===== src/rtl/rr_grant_responder.sv =====
// rr_grant_responder: locks the shared downstream port to a single granted
// requester, forwards its burst over valid/ready, then pulses done back.
module rr_grant_responder #(
   parameter  int N         = 7,
   parameter  int W         = 8,
   parameter  int MAX_BEATS = 4,
   localparam int IDW       = $clog2(N)
) (
   input  logic           clk,
   input  logic           rst,
   input  logic [N-1:0]   grant,
   input  logic [N-1:0]   req,
   input  logic [N*W-1:0] in_data,
   input  logic [N-1:0]   in_last,
   output logic [N-1:0]   in_ready,
   output logic           out_valid,
   output logic [W-1:0]   out_data,
   output logic           out_last,
   input  logic           out_ready,
   output logic [IDW-1:0] owner_id,
   output logic           busy,
   output logic [N-1:0]   done,
   output logic           aborted,
   output logic           err_multi_grant
);

   localparam int CW = $clog2(MAX_BEATS + 1);

   typedef enum logic [1:0] {
      IDLE,
      XFER,
      DONE
   } state_t;

   state_t         state_q;
   logic [N-1:0]   owner_oh_q;
   logic [IDW-1:0] owner_id_q;
   logic [CW-1:0]  cnt_q;
   logic           abort_q;
   logic           err_q;

   logic           grant_one;
   logic           grant_multi;
   logic           own_req;
   logic           own_last;
   logic           accept;
   logic [W-1:0]   own_data;
   logic [IDW-1:0] grant_id;

   always_comb begin
      own_data = '0;
      grant_id = '0;
      for (int i = 0; i < N; i++) begin
         if (owner_oh_q[i]) own_data = in_data[i*W +: W];
         if (grant[i]) grant_id = IDW'(i);
      end
   end

   // A value is one-hot when it is nonzero and clearing its lowest set bit leaves zero.
   assign grant_one   = (grant != '0) && ((grant & (grant - N'(1))) == '0);
   assign grant_multi = (grant != '0) && !grant_one;

   assign own_req   = |(req & owner_oh_q);
   assign own_last  = |(in_last & owner_oh_q);
   assign out_valid = (state_q == XFER) && own_req;
   assign out_data  = out_valid ? own_data : '0;
   assign out_last  = out_valid &&
                      (own_last || cnt_q == CW'(MAX_BEATS - 1));
   assign accept    = out_valid && out_ready;

   assign in_ready = (state_q == XFER && out_ready) ? owner_oh_q : '0;
   assign busy     = (state_q != IDLE);
   assign done     = (state_q == DONE) ? owner_oh_q : '0;
   assign aborted  = (state_q == DONE) && abort_q;

   assign owner_id        = owner_id_q;
   assign err_multi_grant = err_q;

   always_ff @(posedge clk or negedge rst) begin
      if (!rst) begin
         state_q    <= IDLE;
         owner_oh_q <= '0;
         owner_id_q <= '0;
         cnt_q      <= '0;
         abort_q    <= 1'b0;
         err_q      <= 1'b0;
      end else begin
         unique case (state_q)
            IDLE: begin
               abort_q <= 1'b0;
               if (grant_multi) begin
                  err_q <= 1'b1;
               end else if (grant_one && |(grant & req)) begin
                  state_q    <= XFER;
                  owner_oh_q <= grant;
                  owner_id_q <= grant_id;
                  cnt_q      <= '0;
               end
            end
            XFER: begin
               if (accept) begin
                  if (out_last) state_q <= DONE;
                  else          cnt_q   <= cnt_q + CW'(1);
               end else if (!own_req) begin
                  state_q <= DONE;
                  abort_q <= 1'b1;
               end
            end
            DONE:    state_q <= IDLE;
            default: state_q <= IDLE;
         endcase
      end
   end

endmodule


===== config.mk =====
export PLATFORM = sky130hd
export DESIGN_NAME = rr_grant_responder
export DESIGN_NICKNAME = d
export VERILOG_FILES = /design/src/rtl/rr_grant_responder.sv
export SDC_FILE = /design/constraint.sdc
export NUM_CORES = 1
export LEC_CHECK = 0
export CORE_MARGIN = 2
export CORE_UTILIZATION = 30
export DETAILED_ROUTE_END_ITERATION = 6
export MAX_ROUTING_LAYER = met4
export PLACE_DENSITY = 0.7
export RECOVER_POWER = 25
export SYNTH_ARGS = -nofsm -noshare
export SYNTH_HDL_FRONTEND = slang
export SYNTH_SLANG_ARGS = --single-unit

===== constraint.sdc =====
create_clock -name clk -period 2.15 [get_ports clk]
set_clock_uncertainty 0.2 [all_clocks]
set_input_delay 0.215 -clock clk [delete_from_list [all_inputs] [get_ports clk]]
set_output_delay 0.215 -clock clk [all_outputs]
set_load 0.005 [all_outputs]

==> flow_metrics.env <==
export IMPL_outcome="finished, violations left"
export IMPL_violations="setup timing"
export IMPL_setup_violations=9
export IMPL_min_period_ps=2275
export IMPL_dpl_hpwl_um=4699
export IMPL_critical_path_class="flop to primary output"
export IMPL_drc=0
export IMPL_critPathRequiredTime_ps=1740
export IMPL_nNetsFinal=427
export IMPL_synth_edf_count=0
export IMPL_die_x_um=76.84
export IMPL_die_h_um=76.84
export IMPL_max_freq_mhz=439.6
export IMPL_grt_overflow=0
export IMPL_gp_congestion=0.9103
export IMPL_grt_max_degree=20
export IMPL_clock_sinks=17
export IMPL_fillers=439
export IMPL_ant_nets=0
export IMPL_postLayoutCellArea_um2=3303
export IMPL_numPortBuffers=109
export IMPL_cts_buffer_depth=2
export IMPL_synth_top_area_share_pct=26.73
export IMPL_path_clk_slew_ps=70
export IMPL_arrival_ps=1860
export IMPL_post_dp_cell_area_um2=2995
export IMPL_final_cell_mix="94 x clkdlybuf4s50_1, 30 x buf_4, 22 x a21oi_1, 19 x inv_1, 16 x dfrtp_1"
export IMPL_cts_made_buffers=3
export IMPL_grt_pass1_wl_um=10160
export IMPL_ys_flop_type="dfrtp_1"
export IMPL_cts_tree="built"
export IMPL_worstSkewPairLatency_ps=260
export IMPL_grt_use_total_pct=21.46
export IMPL_timing_rr_start="owner_oh_q[2]$_DFFE_PN0P_"
export IMPL_drive_above_1_share_pct=30.52
export IMPL_initial_utilization_pct=31.16
export IMPL_wl_per_cell_um=15.33
export IMPL_area_growth_pct=107.5
export IMPL_first_pass_iters=5
export IMPL_fin_crit_sh_pct=105.8
export IMPL_syn_area_um2=1592
export IMPL_p_comb_share_pct=69.4
export IMPL_yosysUniqueCellTypes=36
export IMPL_worst_slew_pin_slew_ps=916.6
export IMPL_layout_setup_ws_ps=-124.9
export IMPL_synthCells=202
export IMPL_synth_area_top_cells="dfrtp_1 27%, a21oi_1 9.4%, mux2_4 7.5%"
export IMPL_hp_class="primary input to flop"
export IMPL_finalSetupTns_ps=-821.4
export IMPL_leakage_nw=1.481
export IMPL_layout_commonest_cell="clkdlybuf4s50_1"
export IMPL_diodes=0
export IMPL_maxCapViolCount=0
export IMPL_core_um2=5107
export IMPL_crit_fanout=7
export IMPL_slew_headroom_pct=38.89
export IMPL_yosysSeqAreaShare_pct=26.73
export IMPL_finish_utilization_pct=64.67
export IMPL_yosysTopAreaCell="dfrtp_1"
export IMPL_ir_worst_vdd_v=0.0003350
export IMPL_num_vias=2123
export IMPL_whs_ps=165.9
export IMPL_crit_path_start="owner_oh_q[1]$_DFFE_PN0P_"
export IMPL_async_flop_share_pct=100.0
export IMPL_worst_setup_path_start_kind="flop"
export IMPL_p_int_w=0.001532
export IMPL_avgViaCountPerCell=5.128
export IMPL_clockPowerShare_pct=10.0
export IMPL_min_from="grant[0]"
export IMPL_ys_ff_latch=17
export IMPL_hold_buffers=0
export IMPL_fp_dieArea_um2=5904
export IMPL_rsz0062_at_grt="yes"
export IMPL_grt_pass1_vias=2019
export IMPL_avgSynthCellArea_um2=7.879
export IMPL_yosys_warnings=0
export IMPL_ctsHtreeMaxLevel=1
export IMPL_power_per_cell_area_nw_per_um2=758.6
export IMPL_p_sw_share_pct=38.87
export IMPL_cts_root_buf="clkbuf_8"
export IMPL_endpoint_kind="primary output"
export IMPL_seq_power_share_pct=20.6
export IMPL_wirelength_um=6348
export IMPL_p_switching_w=0.0009742
export IMPL_slew_viol_final=0
export IMPL_rows=26
export IMPL_antenna_found_initial=0
export IMPL_dr_first_iter_drc_count=96
export IMPL_io_pins=110
export IMPL_final_hold_viol_count=0
export IMPL_finalPower_w=0.002506
export IMPL_syn_nets=284
==> stage by stage <==
| stage | setup slack, ps | instances |
|---|---|---|
| final | -124.9 | 414 |
| after global routing | -218.5 | 414 |
| after CTS | -161.7 | 412 |
| after detailed placement | -392.7 | 399 |
| after global placement | -353.4 | 399 |
| after floorplan | 106.0 | 202 |
==> area by class of cell <==
cell class	instances	area [um2]	area share [%]
clock inverters	1	7.507	0.2273
multi-input cells	151	1197	36.25
flip-flops and latches	17	426.7	12.92
repair buffers	152	1465	44.36
well taps	70	87.58	2.652
inverters	20	77.57	2.348
clock buffers	3	41.29	1.250
==> power by group through the flow <==
stage / Combinational (W) / Sequential, W / Clock, W
finish: 0.00174 / 0.000516 / 0.000251
global route: 0.00189 / 0.000528 / 0.000267
CTS: 0.00166 / 0.000514 / 0.000257
detailed placement: 0.00142 / 0.000516 / 0
global placement: 0.00140 / 0.000516 / 0
floorplan: 0.000752 / 0.000477 / 0
==> cell families (layout without fill, tap and decap cells) <==
| group | after synthesis | count (layout) | share of synthesized area, % |
|---|---|---|---|
| AOI/OAI and AO/OA | 73 | 73 | 30.82 |
| adders and majority gates | 2 | 2 | 1.572 |
| buffers and inverters | 35 | 176 | 9.277 |
| DFF | 17 | 17 | 26.73 |
| muxes | 12 | 12 | 10.30 |
| and+or+nand+nor | 63 | 64 | 21.31 |
==> metal layers <==
layer  wire length (um)  up-vias  GRT usage [%]
met1               2707      993          27.85
met2               3089      102          35.61
met4                106        0          4.909
met5                  0        -              -
met3                444        9          2.824
li1                   -     1019              -
==> registers in the layout (all words and copies together) (netlist names) <==
signal and cells:
owner_oh_q 7, cnt_q 3, owner_id 3, state_q 2, abort_q 1, err_multi_grant 1
==> what timing repair did <==
item / CTS / global route
setup buffers: 8 / 2
pin swaps: 23 / 17
endpoints found under the setup margin: 22 / 38
gates cloned: 1 / 0
resized for setup: 77 / 18
==> path summary, 6_finish.rpt <==
kind,endpoint,slack [ps],cells after the start
worst max-delay path,out_data[4],-120,8
worst min-delay path,owner_oh_q[0]$_DFFE_PN0P_,170,3
worst max register to register,cnt_q[2]$_DFFE_PN0P_,-40,7
worst min register to register,err_multi_grant$_DFFE_PN0P_,280,1
max in group asynchronous,state_q[1]$_DFFE_PN0P_,740,2
min in group asynchronous,err_multi_grant$_DFFE_PN0P_,390,2
==> Yosys cell counts, types with 2 or more instances <==
cell type   n
a21oi_1    30
inv_1      20
dfrtp_1    17
clkbuf_1   14
nand2_1    13
nor2b_1    10
nor3_1      9
o21ai_0     9
a221o_1     8
a221oi_1    8
a22oi_1     8
and2_1      8
mux2_4      8
nor2_1      8
and3_1      7
mux2_2      3
a222oi_1    2
ha_1        2
==> worst max-delay path, stage by stage (launching register included) <==
cell and delay (ps):
dfrtp_1 410, buf_12 150, buf_6 130, a21oi_2 120
o21ai_1 80, a221o_1 310, a221oi_2 220, nor3_1 60
buf_2 130
(Power assumes the default switching activity.)
